$ cat src/rtl/phone_in_pkg.sv
// Shared widths, defaults and types for the phone input capture path.
package phone_in_pkg;
   localparam int DEFAULT_DEBOUNCE_CYCLES = 50000;
   localparam int DEFAULT_FIFO_DEPTH      = 4;
   localparam int PHONE_BYTE_W            = 8;
   localparam int CPU_WORD_W              = 16;

   typedef logic [PHONE_BYTE_W-1:0] phone_byte_t;
   typedef logic [CPU_WORD_W-1:0]   cpu_word_t;

   function automatic cpu_word_t zext_byte(input phone_byte_t b);
      return {{(CPU_WORD_W-PHONE_BYTE_W){1'b0}}, b};
   endfunction
endpackage

$ cat src/rtl/sync_fifo.sv
// Purpose: first-word-fall-through FIFO, head visible straight from storage.
// Latency: a push is visible at the head after the same edge that stores it.
// Backpressure: push to full without a same-cycle pop is dropped and flagged on drop.
module sync_fifo #(
   parameter  int WIDTH = 8,
   parameter  int DEPTH = 4,
   localparam int PTR_W = $clog2(DEPTH),
   localparam int LVL_W = PTR_W + 1
) (
   input  logic             clk,
   input  logic             rst,
   input  logic             push_vld,
   input  logic [WIDTH-1:0] push_dat,
   input  logic             pop_rdy,
   output logic [WIDTH-1:0] head_dat,
   output logic             full,
   output logic             empty,
   output logic [LVL_W-1:0] level,
   output logic             drop
);
   logic [WIDTH-1:0] mem [DEPTH];
   logic [PTR_W-1:0] rd_ptr;
   logic [PTR_W-1:0] wr_ptr;
   logic [LVL_W-1:0] count;
   logic             do_push;
   logic             do_pop;

   assign empty   = (count == '0);
   assign full    = (count == LVL_W'(DEPTH));
   assign do_pop  = pop_rdy && !empty;
   // A pop in the same cycle frees the slot a push into a full FIFO needs.
   assign do_push = push_vld && (!full || do_pop);
   assign drop    = push_vld && full && !do_pop;
   assign level   = count;
   assign head_dat = empty ? '0 : mem[rd_ptr];

   always_ff @(posedge clk) begin
      if (do_push && rst) mem[wr_ptr] <= push_dat;
   end

   always_ff @(posedge clk) begin
      if (!rst) begin
         rd_ptr <= '0;
         wr_ptr <= '0;
         count  <= '0;
      end else begin
         if (do_push) wr_ptr <= wr_ptr + 1'b1;
         if (do_pop)  rd_ptr <= rd_ptr + 1'b1;
         case ({do_push, do_pop})
            2'b10:   count <= count + 1'b1;
            2'b01:   count <= count - 1'b1;
            default: count <= count;
         endcase
      end
   end
endmodule

$ cat src/rtl/phone_input_capture.sv
// Purpose: synchronise and debounce 8 phone lines, queue each settled byte for the CPU.
// Latency: a steady input change reaches valid DEBOUNCE_CYCLES+3 edges after first sample.
// Backpressure: none upstream; events arriving at a full queue are dropped and flagged sticky.
module phone_input_capture
   import phone_in_pkg::*;
#(
   parameter int DEBOUNCE_CYCLES = DEFAULT_DEBOUNCE_CYCLES,
   parameter int CNT_W           = 16,
   parameter int FIFO_DEPTH      = DEFAULT_FIFO_DEPTH
) (
   input  logic                          clk,
   input  logic                          rst,
   input  logic [PHONE_BYTE_W-1:0]       in_raw,
   input  logic                          rd_en,
   input  logic                          clr_ovf,
   output logic [CPU_WORD_W-1:0]         data_out,
   output logic                          valid,
   output logic                          overflow,
   output logic [$clog2(FIFO_DEPTH):0]   level
);
   phone_byte_t      sync1;
   phone_byte_t      sync_q;
   phone_byte_t      sync_prev;
   phone_byte_t      stable;
   logic [CNT_W-1:0] cnt;
   logic             push_vld;
   phone_byte_t      head_dat;
   logic             fifo_full;
   logic             fifo_empty;
   logic             fifo_drop;

   // Accept only once the byte has differed from the settled value and held still long enough.
   assign push_vld = (sync_q != stable) && (sync_q == sync_prev) &&
                     (cnt == CNT_W'(DEBOUNCE_CYCLES - 1));

   always_ff @(posedge clk) begin
      if (!rst) begin
         sync1     <= '0;
         sync_q    <= '0;
         sync_prev <= '0;
         stable    <= '0;
         cnt       <= '0;
      end else begin
         sync1     <= in_raw;
         sync_q    <= sync1;
         sync_prev <= sync_q;
         if ((sync_q == stable) || (sync_q != sync_prev)) begin
            cnt <= '0;
         end else if (push_vld) begin
            stable <= sync_q;
            cnt    <= '0;
         end else begin
            cnt <= cnt + 1'b1;
         end
      end
   end

   sync_fifo #(
      .WIDTH (PHONE_BYTE_W),
      .DEPTH (FIFO_DEPTH)
   ) u_fifo (
      .clk      (clk),
      .rst      (rst),
      .push_vld (push_vld),
      .push_dat (sync_q),
      .pop_rdy  (rd_en),
      .head_dat (head_dat),
      .full     (fifo_full),
      .empty    (fifo_empty),
      .level    (level),
      .drop     (fifo_drop)
   );

   // A drop in the same cycle as a clear must remain visible.
   always_ff @(posedge clk) begin
      if (!rst)           overflow <= 1'b0;
      else if (fifo_drop) overflow <= 1'b1;
      else if (clr_ovf)   overflow <= 1'b0;
   end

   always_ff @(posedge clk) begin
      if (rst) assert (!fifo_drop || fifo_full);
   end

   assign valid    = !fifo_empty;
   assign data_out = zext_byte(head_dat);
endmodule

$ cat config.mk
export PLATFORM = sky130hd
export DESIGN_NAME = phone_input_capture
export DESIGN_NICKNAME = d
export VERILOG_FILES = /design/src/rtl/phone_in_pkg.sv /design/src/rtl/sync_fifo.sv /design/src/rtl/phone_input_capture.sv
export SDC_FILE = /design/constraint.sdc
export NUM_CORES = 1
export LEC_CHECK = 0
export ABC_CLOCK_PERIOD_IN_PS = 7600
export BUFFER_PORTS_ARGS = -buffer_cell sky130_fd_sc_hd__buf_2
export CAP_MARGIN = 30
export CORE_UTILIZATION = 60
export DETAILED_ROUTE_END_ITERATION = 12
export PLACE_DENSITY = 0.8
export RECOVER_POWER = 25
export SYNTH_ARGS = -nofsm -noshare
export SYNTH_HDL_FRONTEND = slang
export SYNTH_SLANG_ARGS = --single-unit
$ cat constraint.sdc
create_clock -name clk -period 7.6 [get_ports clk]
set_input_delay 0 -clock clk [delete_from_list [all_inputs] [get_ports clk]]
set_output_delay 0 -clock clk [all_outputs]
set_load 0.01 [all_outputs]
After elaboration in Yosys (flattened, before gate mapping)
Memories as Yosys holds them, arrays and structs flattened. A register that Yosys moved wholly into a read port is not among the register bits.
Cells that the tools add are included.
W data, S select, Z words.
- output and inout bits: 21
- logic and storage cells: 50
- RAM bits: 32
- bits of input ports: 12
- memories kept: 1
- flip-flop bits (word level): 56
- memory list (name ; words ; width ; rd ports ; clocked after memory_dff ; write ports ; line ; text):
    u_fifo.mem ; 4 ; 8 ; 1 ; 1 ; 1 ; sync_fifo.sv:21 ; logic [WIDTH-1:0] mem [DEPTH];
- reduce and logical (&&, ||, !) cells: 17
- muxes and demuxes: 8
- bitwise gates (word level): 2
- add/subtract/negate cells: 5
- equal/unequal tests: 8
- operator list (kind ; number):
    $add A16 B1 Y16 const B ; 1
    $eq A16 B16 Y1 const B ; 1
    $eq A8 B8 Y1 ; 2
    $ne A8 B8 Y1 ; 2
    $mux W8 ; 1
    $logic_and A1 B1 Y1 ; 7
    $pmux W3 S2 ; 1
    $add A2 B1 Y2 const B ; 2
    $mux W1 ; 4
    $mux W2 ; 2
    $reduce_bool A2 Y1 ; 2
    $add A3 B1 Y3 const B ; 1
    $eq A3 B3 Y1 const B ; 1
    $logic_not A1 Y1 ; 3
    $logic_not A3 Y1 ; 1
    $reduce_or A3 Y1 ; 1
    $sub A3 B1 Y3 const B ; 1
    $eq A2 B1 Y1 const B ; 1
    $eq A2 B2 Y1 const B ; 1
    $logic_or A1 B1 Y1 ; 2
    $not A1 Y1 ; 2
    $reduce_and A2 Y1 ; 1

Logic depth before layout (Yosys ltp)
Gate-level depths: netlist of the first run.
- depth after elaboration: 8
- gate-level depth with buffers: 11
- gate-level depth less buffers: 10

Hierarchy
A second synthesis of the first run with hierarchy kept.
- cells, all modules: 322
- area total of the unflattened synthesis: 3907.5 um^2
- by module, submodules not included (module ; cells each ; seq. area each (um^2) ; instances ; area an instance (um^2)):
    phone_input_capture ; 205 ; 980.9 ; 1 ; 2119.5
    sync_fifo ; 117 ; 1141.1 ; 1 ; 1788.0

Worst setup path after synthesis of the first run
OpenSTA, ideal clock, no wires.
- path kind: flip-flop to flip-flop
- start: register cnt[4]
- end: memory u_fifo.mem[0][0] (enable)
- slack: 4.621 ns
- required time: 7.205 ns
- data arrival time: 2.585 ns
- clock period less this slack: 2.979 ns
- buffers on the path: 2
- library setup time: 0.395 ns
- cell stages (with the launch flop): 6
- cell sequence: dfxtp_1 -> or4b_1 -> or4_1 -> buf_2 -> clkbuf_1 -> nor4_1
- longest elaborated chain between the ends: 6
- RTL lines (element ; line ; text):
    start, declared ; phone_input_capture.sv:25 ; logic [CNT_W-1:0] cnt;
    start signal, assigned ; phone_input_capture.sv:53 ; cnt <= cnt + 1'b1;
    $eq A16 B16 Y1 ; phone_input_capture.sv:34 ; (cnt == CNT_W'(DEBOUNCE_CYCLES - 1));
    $logic_and A1 B1 Y1 ; phone_input_capture.sv:33 ; assign push_vld = (sync_q != stable) && (sync_q == sync_prev) &&
    $logic_and A1 B1 Y1 ; sync_fifo.sv:32 ; assign do_push = push_vld && (!full || do_pop);
    $logic_and A1 B1 Y1 ; sync_fifo.sv:38 ; if (do_push && rst) mem[wr_ptr] <= push_dat;
    $mux W1 ; sync_fifo.sv:38 ;
    $mux W1 (not written as such) ; sync_fifo.sv:38 ;
    end, declared ; sync_fifo.sv:21 ;
No other way between the ends.

Worst setup path in the final report of the first run
- start: register cnt[4]
- end: register u_fifo.count[2], in the netlist u_fifo.level[2]
- longest elaborated chain between the ends: 5
- elaborated cells on any way between the ends: 7
- classes of those cells: 3 x eq/ne; 1 x mux; 3 x reduce/logical
- RTL lines (element ; line ; text):
    $eq A16 B16 Y1 (*) ; phone_input_capture.sv:34 ;
    $logic_and A1 B1 Y1 (*) ; phone_input_capture.sv:33 ;
    $logic_and A1 B1 Y1 (*) ; sync_fifo.sv:32 ;
    $eq A2 B1 Y1 / $eq A2 B2 Y1 (equally long branches) ; sync_fifo.sv:49 ; case ({do_push, do_pop})
    $pmux W3 S2 / $reduce_bool A2 Y1 (equally long branches) ; n/a ;
    end signal, assigned ; sync_fifo.sv:50 ; 2'b10: count <= count + 1'b1;
    end signal, assigned ; sync_fifo.sv:51 ; 2'b01: count <= count - 1'b1;
    end signal, assigned ; sync_fifo.sv:52 ; default: count <= count;
    end, declared ; sync_fifo.sv:24 ; logic [LVL_W-1:0] count;
Every way passes the cells marked *; elsewhere a longest branch is shown, timed or not.
A chain may end at the register's enable or synchronous reset.

==> results of run 1 <==
layer usage:
layer / vias to the layer above / global-route usage / wire length (um) / part of all wire
li1: 1104 / - / - / -
met1: 1050 / 0.232 / 2550 / 0.47
met5: - / 0 / 0 / 0
met2: 43 / 0.319 / 2590 / 0.48
met3: 6 / 0.0586 / 185 / 0.034
met4: 0 / 0.0855 / 57 / 0.011
flip-flops by register name, indices dropped and copies added, names as in the netlist, named ones only:
name           count
u_fifo.rd_ptr      2
sync1              8
cnt               16
overflow           1
u_fifo.mem        32
u_fifo.level       3
u_fifo.wr_ptr      2
sync_prev          8
stable             8
sync_q             8
through the flow:
step                      cells  total power, mW  instance area, sq um
after global routing        418            0.872                  4040
after CTS                   418            0.849                  4040
after global placement      393            0.541                  3750
after detailed placement    393            0.542                  3750
final                       418            0.842                  4040
after floorplan             313            0.537                  3610
power groups by stage:
stage / logic, mW / clock network [mW] / registers, mW
floorplan: 0.0200 / 0 / 0.517
global placement: 0.0227 / 0 / 0.518
detailed placement: 0.0232 / 0 / 0.518
CTS: 0.0269 / 0.315 / 0.507
global route: 0.0302 / 0.334 / 0.508
finish: 0.0266 / 0.308 / 0.507
cell usage after synthesis (2+ instances only):
master | count | area [sq um]
sky130_fd_sc_hd__o211ai_1 | 9 | 67.6
sky130_fd_sc_hd__and2_1 | 27 | 169
sky130_fd_sc_hd__buf_4 | 8 | 60.1
sky130_fd_sc_hd__and3_1 | 2 | 12.5
sky130_fd_sc_hd__mux4_2 | 8 | 180
sky130_fd_sc_hd__xnor2_1 | 12 | 105
sky130_fd_sc_hd__a21oi_1 | 3 | 15.0
sky130_fd_sc_hd__nand4_1 | 5 | 31.3
sky130_fd_sc_hd__o31ai_1 | 2 | 15.0
sky130_fd_sc_hd__ha_1 | 6 | 75.1
sky130_fd_sc_hd__xor2_1 | 22 | 193
sky130_fd_sc_hd__nor4_1 | 7 | 43.8
sky130_fd_sc_hd__inv_1 | 15 | 56.3
sky130_fd_sc_hd__clkbuf_1 | 12 | 45.0
sky130_fd_sc_hd__or3_1 | 3 | 18.8
sky130_fd_sc_hd__nor2_1 | 22 | 82.6
sky130_fd_sc_hd__nand2_1 | 20 | 75.1
sky130_fd_sc_hd__o21ai_0 | 9 | 45.0
sky130_fd_sc_hd__or4_1 | 3 | 22.5
sky130_fd_sc_hd__dfxtp_1 | 58 | 1160
sky130_fd_sc_hd__edfxtp_1 | 32 | 961
sky130_fd_sc_hd__nand3_1 | 7 | 35.0
sky130_fd_sc_hd__and4_1 | 3 | 26.3
timing repair:
item,CTS,global route
setup endpoints to repair,0,0
resized for setup,0,0
setup buffers,0,0
endpoints found under the hold margin,9,0
hold buffers,9,0
worst min-delay path by stage:
stage / from / to / slack [ns] / cells after the start
floorplan: in_raw[0] / sync1[0] / 0.13 / 1
global placement: in_raw[6] / sync1[6] / 0.20 / 2
detailed placement: in_raw[6] / sync1[6] / 0.21 / 2
CTS: rd_en / overflow / 0.09 / 5
global route: rd_en / overflow / 0.12 / 5
finish: rd_en / overflow / 0.10 / 5
cell families (layout without fill, tap and decap cells):
group,Yosys count,in the layout,share of synthesized area
simple gates,104,104,0.156
flops,90,90,0.592
buf+inv,38,71,0.0485
xor+xnor,34,34,0.0830
compound gates,23,23,0.0398
mux,9,9,0.0530
fa+ha+maj,7,7,0.0265
other cells,1,8,0.00105
cell type report:
| cell class | count | area (sq um) |
|---|---|---|
| flip-flops and latches | 90 | 2120 |
| well taps | 72 | 90.1 |
| multi-input cells | 185 | 1320 |
| repair buffers | 39 | 255 |
| clock buffers | 9 | 124 |
| clock inverters | 7 | 70.1 |
| fillers | 393 | 1600 |
| inverters | 16 | 60.1 |
critical path, cell delays in order, from the launching register on:
cell	delay (ns)
sky130_fd_sc_hd__dfxtp_1	0.37
sky130_fd_sc_hd__or4b_1	0.56
sky130_fd_sc_hd__or4_1	0.78
sky130_fd_sc_hd__or3_4	0.43
sky130_fd_sc_hd__ha_1	0.21
sky130_fd_sc_hd__inv_1	0.07
sky130_fd_sc_hd__fa_1	0.17
sky130_fd_sc_hd__xor2_1	0.07
sky130_fd_sc_hd__or3_1	0.30
sky130_fd_sc_hd__a21oi_1	0.14
==> flow_metrics.tcl, run 1 <==
set metrics [dict create \
    postSynth.asyncResetShare 0 \
    critical_path.endpoint_type "flip-flop" \
    timing_worst_setup_path_type "reg -> reg" \
    yosysWarningCount 0 \
    final-setup-viol-count 0 \
    arrival_ns 3.46 \
    grt_start_max_net_pins 41 \
    gp_congestion 0.754 \
    slew_viol_final 0 \
    post_route_skew_ns 0.0109 \
    internal_power_uw 664 \
    clock_insertion_delay_worst_skew_ns 0.35 \
    most-common-layout-cells "58 x sky130_fd_sc_hd__dfxtp_1, 32 x sky130_fd_sc_hd__edfxtp_1, 24 x sky130_fd_sc_hd__buf_2" \
    drt-pass1-iter-count 5 \
    r2r_slack_ns 4.42 \
    placement.io_buffers 24 \
    die_w_um 79.3 \
    mapped_area_sq_um 3590 \
    routedWlPerCell_um 12.9 \
    leakage_nw 1.48 \
    dp.final_hpwl_um 3560 \
    startpoint "cnt[4]" \
    area_growth_pct 12.6 \
    drc 0 \
    post-route-worst-setup-slack_ns 4.42 \
    effective_utilization_at_floorplan 0.636 \
    num_rows 27 \
    postSynth.topFlopCell "sky130_fd_sc_hd__dfxtp_1" \
    finalWirelength_um 5380 \
    hold_slack_ns 0.101 \
    postLayoutCoreUtil 0.716 \
    synth_cell_type_count 34 \
    fin_crit_ns 3.18 \
    cts_root_buf "sky130_fd_sc_hd__clkbuf_8" \
    initialDrtViolationCount 62 \
    power.share.switching 0.210 \
    timing.critical_path.required_ns 7.88 \
    ios 33 \
    slew_headroom 0.602 \
    hold_path.class "in -> reg" \
    maxCapViolCount 0 \
    syn_area_per_cell_sq_um 11.7 \
    yosys_register_bits 90 \
    worst_setup_path_start_kind "flip-flop" \
    run_status "finished, final reports clean" \
    switching_power_uw 177 \
    chipHeight_um 79.3 \
    core_area_sq_um 5640 \
    share_of_post_route_cells_with_drive_strength_above_1 0.156 \
    cts_sinks 90 \
    ctsHtreeMaxLevel 3 \
    grt_first_pass_wirelength_um 9070 \
    reg2reg_from "cnt[4]" \
    setup.worst_path.end "u_fifo.level[2]" \
    fin_crit_sh 0.418 \
    grt_setup_unrepaired "no" \
    all_layer_global_routing_usage 0.193 \
    combinationalPowerShare 0.032 \
    post-place-ws_ns 4.44 \
    vias_per_cell 5.27 \
    detail-route-antenna-nets 0 \
    antenna_violations_before_repair 0 \
    clock.fmax_mhz 314 \
    worst_pin_slew_ns 0.598 \
    clkPwrFrac 0.366 \
    vias 2203 \
    grt_remaining_overflow 0 \
    syn_inst 306 \
    worst_r2r_path_depth 9 \
    critPathMaxFanout 15 \
    n_antenna_cell 0 \
    cts.path.max_buffers 2 \
    grt_pass1_vias 2067 \
    design.final.nets 360 \
    pwr_density_cell_nw_per_um2 208 \
    seq_power_share 0.602 \
    synth_enable_flop_cells 32 \
    final_common_cell "sky130_fd_sc_hd__dfxtp_1" \
    hold_viol_final 0 \
    max-vdd-ir-drop_mv 0.141 \
    tns_ns 0 \
    rr_endpoint "u_fifo.level[2]" \
    worst_setup_hold_path_clk_slew_ns 0.09 \
    die_area_sq_um 6290 \
    tritoncts "yes" \
    cts_inserted_buffers 9 \
    synth_seq_area_share 0.592 \
]
No activity file was read; power rests on OpenSTA's default activity.
==> run 2, diff against run 1 <==
ABC_CLOCK_PERIOD_IN_PS = 2950   (was 7600)
CORE_UTILIZATION = 58   (was 60)
PLACE_DENSITY = 0.78   (was 0.8)
clock period = 2.95 ns   (was 7.6 ns; I/O delays follow)
==> run 2 against run 1 <==
  * Sequential power rose to 2.6 times the previous value
  * Non-clock buffer count rose by 2
  * Sequential share of layout area fell by 0.28 points
  * Register-to-register slack got worse by 4.3 ns
  * Highest routed layer unchanged
  * Final area rose by 0.59%
  * Core utilization fell by 3.4 points
==> flow_metrics.tcl, run 2 (same netlist as run 1, synthesis figures left out) <==
set metrics [dict create \
    die_w_um 80.6 \
    initialDrtViolationCount 146 \
    ios 33 \
    leakage_nw 1.49 \
    placement.io_buffers 24 \
    clock_insertion_delay_worst_skew_ns 0.35 \
    post-place-ws_ns 0.0860 \
    fin_crit_sh 0.960 \
    placed_area_sq_um 3770 \
    drc 0 \
    antenna_violations_before_repair 0 \
    most-common-layout-cells "57 x sky130_fd_sc_hd__dfxtp_1, 32 x sky130_fd_sc_hd__edfxtp_1, 24 x sky130_fd_sc_hd__buf_2" \
    cts_inserted_buffers 9 \
    n_antenna_cell 0 \
    num_rows 28 \
    worst_pin_slew_ns 0.527 \
    registers.top_by_ff_count "u_fifo.mem" \
    post_route_skew_ns 0.0156 \
    drt-pass1-iter-count 4 \
    effective_utilization_at_floorplan 0.602 \
    run_status "finished, final reports clean" \
    critical_path.endpoint_type "flip-flop" \
    ctsHtreeMaxLevel 3 \
    max-vdd-ir-drop_mv 0.299 \
    vias_per_cell 5.05 \
    timing_worst_setup_path_type "reg -> reg" \
    share_of_post_route_cells_with_drive_strength_above_1 0.167 \
    finalWirelength_um 5620 \
    gp_congestion 0.752 \
    slew_viol_final 0 \
    cts.path.max_buffers 2 \
    final_common_cell "sky130_fd_sc_hd__dfxtp_1" \
    hold_viol_final 0 \
    post-route-worst-setup-slack_ns 0.119 \
    final.fill_count 477 \
    worst_setup_hold_path_clk_slew_ns 0.09 \
    fin_crit_ns 2.83 \
    chipHeight_um 80.6 \
    all_layer_global_routing_usage 0.199 \
    final-setup-viol-count 0 \
    design.final.nets 362 \
    grt_pass1_vias 2074 \
    routedWlPerCell_um 13.3 \
    cts_sinks 90 \
    slew_headroom 0.648 \
    clock.fmax_mhz 353 \
    area_growth_pct 13.3 \
    grt_remaining_overflow 0 \
    cts_root_buf "sky130_fd_sc_hd__clkbuf_8" \
    timing.critical_path.required_ns 3.24 \
    die_area_sq_um 6500 \
    worst_setup_path_start_kind "flip-flop" \
    arrival_ns 3.12 \
    tritoncts "yes" \
    critPathMaxFanout 6 \
    detail-route-antenna-nets 0 \
    grt_start_max_net_pins 41 \
    pwr_density_cell_nw_per_um2 536 \
    maxCapViolCount 0 \
    largest_register_ffs 32 \
    core_area_sq_um 5960 \
    vias 2135 \
    grt_setup_unrepaired "no" \
    hold_path.class "in -> reg" \
    final_area_sq_um 4060 \
    largestRegisters "u_fifo.mem (32), cnt (16)" \
    number_of_buffers_inserted_by_post_cts_setup_repair 0 \
    dp.final_hpwl_um 3660 \
    grt_first_pass_wirelength_um 9520 \
]
run 2: metal layers:
metal,share of wire,vias up,track usage
met5,0,-,0
met4,0.016,0,0.111
met3,0.031,10,0.0420
met2,0.50,39,0.311
met1,0.46,979,0.255
li1,-,1107,-
run 2: worst max-delay path, stage by stage (launching register included):
cell	delay [ns]
sky130_fd_sc_hd__dfxtp_2	0.35
sky130_fd_sc_hd__or4b_1	0.56
sky130_fd_sc_hd__or4_4	0.54
sky130_fd_sc_hd__or3_4	0.35
sky130_fd_sc_hd__ha_1	0.21
sky130_fd_sc_hd__inv_1	0.07
sky130_fd_sc_hd__fa_1	0.18
sky130_fd_sc_hd__xor2_1	0.07
sky130_fd_sc_hd__or3_1	0.31
sky130_fd_sc_hd__a21oi_1	0.14
run 2: repair_timing:
item,CTS,global route
hold buffers,9,0
endpoints found under the setup margin,0,1
hold endpoints to repair,9,0
resized for setup,0,2
run 2: through the flow:
stage | power [mW] | TNS [ns] | utilization | std cells | hold WS (ns)
2_1_floorplan | 1.38 | -0.941 | - | 313 | 0.127
3_3_place_gp | 1.39 | 0 | 0.633 | 398 | 0.207
3_5_place_dp | 1.40 | 0 | 0.633 | 398 | 0.208
4_1_cts | 2.20 | 0 | 0.681 | 423 | 0.105
5_1_grt | 2.27 | 0 | 0.682 | 423 | 0.143
6_report | 2.18 | 0 | 0.682 | 423 | 0.129
run 2: final timing paths:
check	start	end	slack (ns)	depth (start not counted)
worst max-delay path	cnt[4]	u_fifo.level[2]	0.12	9
worst min-delay path	rd_en	u_fifo.rd_ptr[0]	0.13	4
worst max register to register	cnt[4]	u_fifo.level[2]	0.12	9
worst min register to register	sync1[7]	sync_q[7]	0.44	1
run 2: final cells by class:
type	instances	area [sq um]	share of cell area
Clock buffer	10	128	0.0314
Timing Repair Buffer	41	270	0.0665
Multi-Input combinational cell	185	1320	0.325
Tap cell	75	93.8	0.0231
Inverter	16	60.1	0.0148
Sequential cell	90	2120	0.523
Clock inverter	6	66.3	0.0163
run 2: where the power goes:
group	leakage [nW]	total [mW]	internal, mW	switching (mW)
combinational	0.699	0.0701	0.0314	0.0387
sequential	0.707	1.31	1.29	0.0128
clock	0.0851	0.800	0.392	0.408
==> run 3, diff against run 2 <==
ABC_AREA = 1   (was unset)
CORE_UTILIZATION = 59   (was 58)
PLACE_DENSITY = 0.79   (was 0.78)
==> run 3 against run 2 <==
  * Combinational power rose to 3.5 times the previous value
  * Cell count up 42%
  * Area after synthesis up 9.7%
  * Setup slack better by 0.41 ns
  * Clock-buffer cell count unchanged
  * Highest routed layer unchanged
==> flow_metrics.tcl, run 3 <==
set metrics [dict create \
    fin_crit_sh 0.820 \
    synth_enable_flop_cells 32 \
    post-place-ws_ns 0.563 \
    share_of_post_route_cells_with_drive_strength_above_1 0.115 \
    worst_setup_path_start_kind "flip-flop" \
    top_family_by_delay_on_critical_path "adder cells" \
    all_layer_global_routing_usage 0.218 \
    yosysWarningCount 0 \
    post-route-worst-setup-slack_ns 0.530 \
    core_area_sq_um 6390 \
    postSynth.topFlopCell "sky130_fd_sc_hd__dfxtp_1" \
    design.final.nets 538 \
    max-vdd-ir-drop_mv 0.380 \
    worst_r2r_path_depth 13 \
    netlist_top_cells_area "sky130_fd_sc_hd__dfxtp_1 30%, sky130_fd_sc_hd__edfxtp_1 24%, sky130_fd_sc_hd__nand2_1 10%" \
    critPathMaxStageDelay_ns 0.49 \
    routedWlPerCell_um 11.6 \
    grt_setup_unrepaired "no" \
    grt_pass1_vias 2740 \
    synth_largest_area_cell "sky130_fd_sc_hd__dfxtp_1" \
    most-common-layout-cells "106 x sky130_fd_sc_hd__nand2_1, 84 x sky130_fd_sc_hd__inv_1, 75 x sky130_fd_sc_hd__nor2_1" \
    cts_sinks 90 \
    synth_cell_type_count 32 \
    final-setup-viol-count 0 \
    cts.path.max_buffers 2 \
    critical_path_depth 13 \
    area_growth_pct 10.8 \
    worst_pin_slew_ns 0.593 \
    detail-route-antenna-nets 0 \
    yosysMostFrequentCell "sky130_fd_sc_hd__nand2_1" \
    final.fill_count 520 \
    hold_depth 5 \
    largestRegisters "u_fifo.mem (32), cnt (16)" \
    fin_crit_ns 2.42 \
    total_power_mw 2.40 \
    registers.top_by_ff_count "u_fifo.mem" \
    clock.fmax_mhz 413 \
    maxCapViolCount 0 \
    die_area_sq_um 7000 \
    yosys_register_bits 90 \
    postSynth.asyncResetShare 0 \
    finalWirelength_um 6960 \
    grt_remaining_overflow 0 \
    critical_path.endpoint_type "flip-flop" \
    synth_top_area_frac 0.295 \
    n_antenna_cell 0 \
    leakage_nw 1.91 \
    die_w_um 83.7 \
    cts_root_buf "sky130_fd_sc_hd__clkbuf_8" \
    initialDrtViolationCount 125 \
    vias 2942 \
    largest_register_ffs 32 \
    hold_path.class "in -> reg" \
    syn_inst 486 \
    postLayoutCoreUtil 0.683 \
    placed_cells 576 \
    gp_congestion 0.826 \
    ios 33 \
    worst_setup_hold_path_clk_slew_ns 0.08 \
    grt_first_pass_wirelength_um 12100 \
    yosys-top-cells-count "106 x sky130_fd_sc_hd__nand2_1, 84 x sky130_fd_sc_hd__inv_1, 75 x sky130_fd_sc_hd__nor2_1" \
    slew_viol_final 0 \
    post_route_skew_ns 0.00934 \
    synth_seq_area_share 0.539 \
    timing_worst_setup_path_type "reg -> reg" \
    hold_viol_final 0 \
    mapped_area_sq_um 3940 \
    effective_utilization_at_floorplan 0.616 \
    final_common_cell "sky130_fd_sc_hd__nand2_1" \
    drt-pass1-iter-count 4 \
    dp.final_hpwl_um 4750 \
    cp_slowest_cell "sky130_fd_sc_hd__dfxtp_1" \
    grt_start_max_net_pins 42 \
    cp_num_buf_inv 2 \
    number_of_non_filler_instances_in_the_completed_layout 601 \
    num_rows 29 \
    slew_headroom 0.604 \
    timing.critical_path.required_ns 3.19 \
    ctsHtreeMaxLevel 3 \
    pwr_density_cell_nw_per_um2 550 \
    placement.io_buffers 24 \
    vias_per_cell 4.90 \
    clock_insertion_delay_worst_skew_ns 0.35 \
    crit_path_cell_trace "inv_1, nand2_1, nand4_1, nor2_1, nand2_1, nand4_1, ha_1, inv_1, fa_1, a21oi_1, o21ai_0, o21ai_0, a21oi_1" \
    arrival_ns 2.66 \
    tritoncts "yes" \
    multiInputGateArea_sq_um 1380 \
    chipHeight_um 83.7 \
    drc 0 \
    tns_ns 0 \
    seqCellArea_sq_um 2120 \
    syn_area_per_cell_sq_um 8.10 \
    cts_inserted_buffers 9 \
    antenna_violations_before_repair 0 \
    cts-resized-gates 0 \
    run_status "finished, final reports clean" \
    critPathMaxFanout 8 \
]
## run 3: changes by cell type after synthesis, moves of 8 or more
| cell | before | now |
|---|---|---|
| sky130_fd_sc_hd__o211ai_1 | 9 | 0 |
| sky130_fd_sc_hd__and2_1 | 27 | 0 |
| sky130_fd_sc_hd__nand3_1 | 7 | 18 |
| sky130_fd_sc_hd__inv_1 | 15 | 84 |
| sky130_fd_sc_hd__o21ai_0 | 9 | 24 |
| sky130_fd_sc_hd__xor2_1 | 22 | 3 |
| sky130_fd_sc_hd__nor2_1 | 22 | 75 |
| sky130_fd_sc_hd__a21oi_1 | 3 | 18 |
| sky130_fd_sc_hd__nand2_1 | 20 | 106 |
| sky130_fd_sc_hd__mux4_2 | 8 | 0 |
## run 3: routing by layer
| layer | GRT usage | up-vias | part of all wire |
|---|---|---|---|
| met3 | 0.0603 | 9 | 0.041 |
| met2 | 0.361 | 59 | 0.48 |
| met1 | 0.271 | 1335 | 0.47 |
| li1 | - | 1539 | - |
| met5 | 0 | - | 0 |
| met4 | 0.0863 | 0 | 0.015 |
## run 3: repair_timing
action	CTS	global route
setup buffers	0	0
hold buffers	9	0
endpoints found under the hold margin	9	0
## run 3: cells by family (layout without fill, tap and decap cells)
family / after synthesis / in the layout / synth area share
xor gates and xnor gates: 9 / 9 / 0.0200
and+or+nand+nor: 222 / 222 / 0.239
AOI/OAI and AO/OA: 46 / 46 / 0.0601
adders and majority gates: 7 / 7 / 0.0242
DFF: 90 / 90 / 0.539
buffers and inverters: 111 / 142 / 0.116
other: 1 / 8 / 0.000953
## run 3: worst reg2reg max path: cells and delay by family, from the launching register on
| family | cells | cell delay (ns) |
|---|---|---|
| adders and majority gates | 2 | 0.55 |
| AOI/OAI and AO/OA | 4 | 0.54 |
| and+or+nand+nor | 5 | 0.53 |
| buffers and inverters | 2 | 0.20 |
| DFF | 1 | 0.49 |
## run 3: worst paths after layout
| path | startpoint | end | slack (ns) |
|---|---|---|---|
| max | sync_q[1] | u_fifo.level[2] | 0.53 |
| min | rd_en | flip-flop | 0.12 |
| max reg2reg | sync_q[1] | u_fifo.level[2] | 0.53 |
| min reg2reg | sync1[0] | sync_q[0] | 0.41 |
## run 3: through the flow
stage	instance area, sq um	hold slack [ns]
after global placement	4080	0.179
final	4360	0.120
after CTS	4360	0.105
after global routing	4360	0.138
after floorplan	3960	0.0976
after detailed placement	4080	0.184
## run 3: power by group
group          internal, mW  switching [mW]
Clock                 0.407           0.408
Combinational        0.0899           0.157
Sequential             1.30          0.0342
Total                  1.80           0.599
## run 3: area by class of cell
cell class                 count  share of cell area
tap                           77              0.0221
clock inverter                 6              0.0129
clock buffer                  10              0.0316
timing repair buffer          35              0.0516
inverter                      91              0.0783
multi-input combinational    292               0.317
sequential                    90               0.487
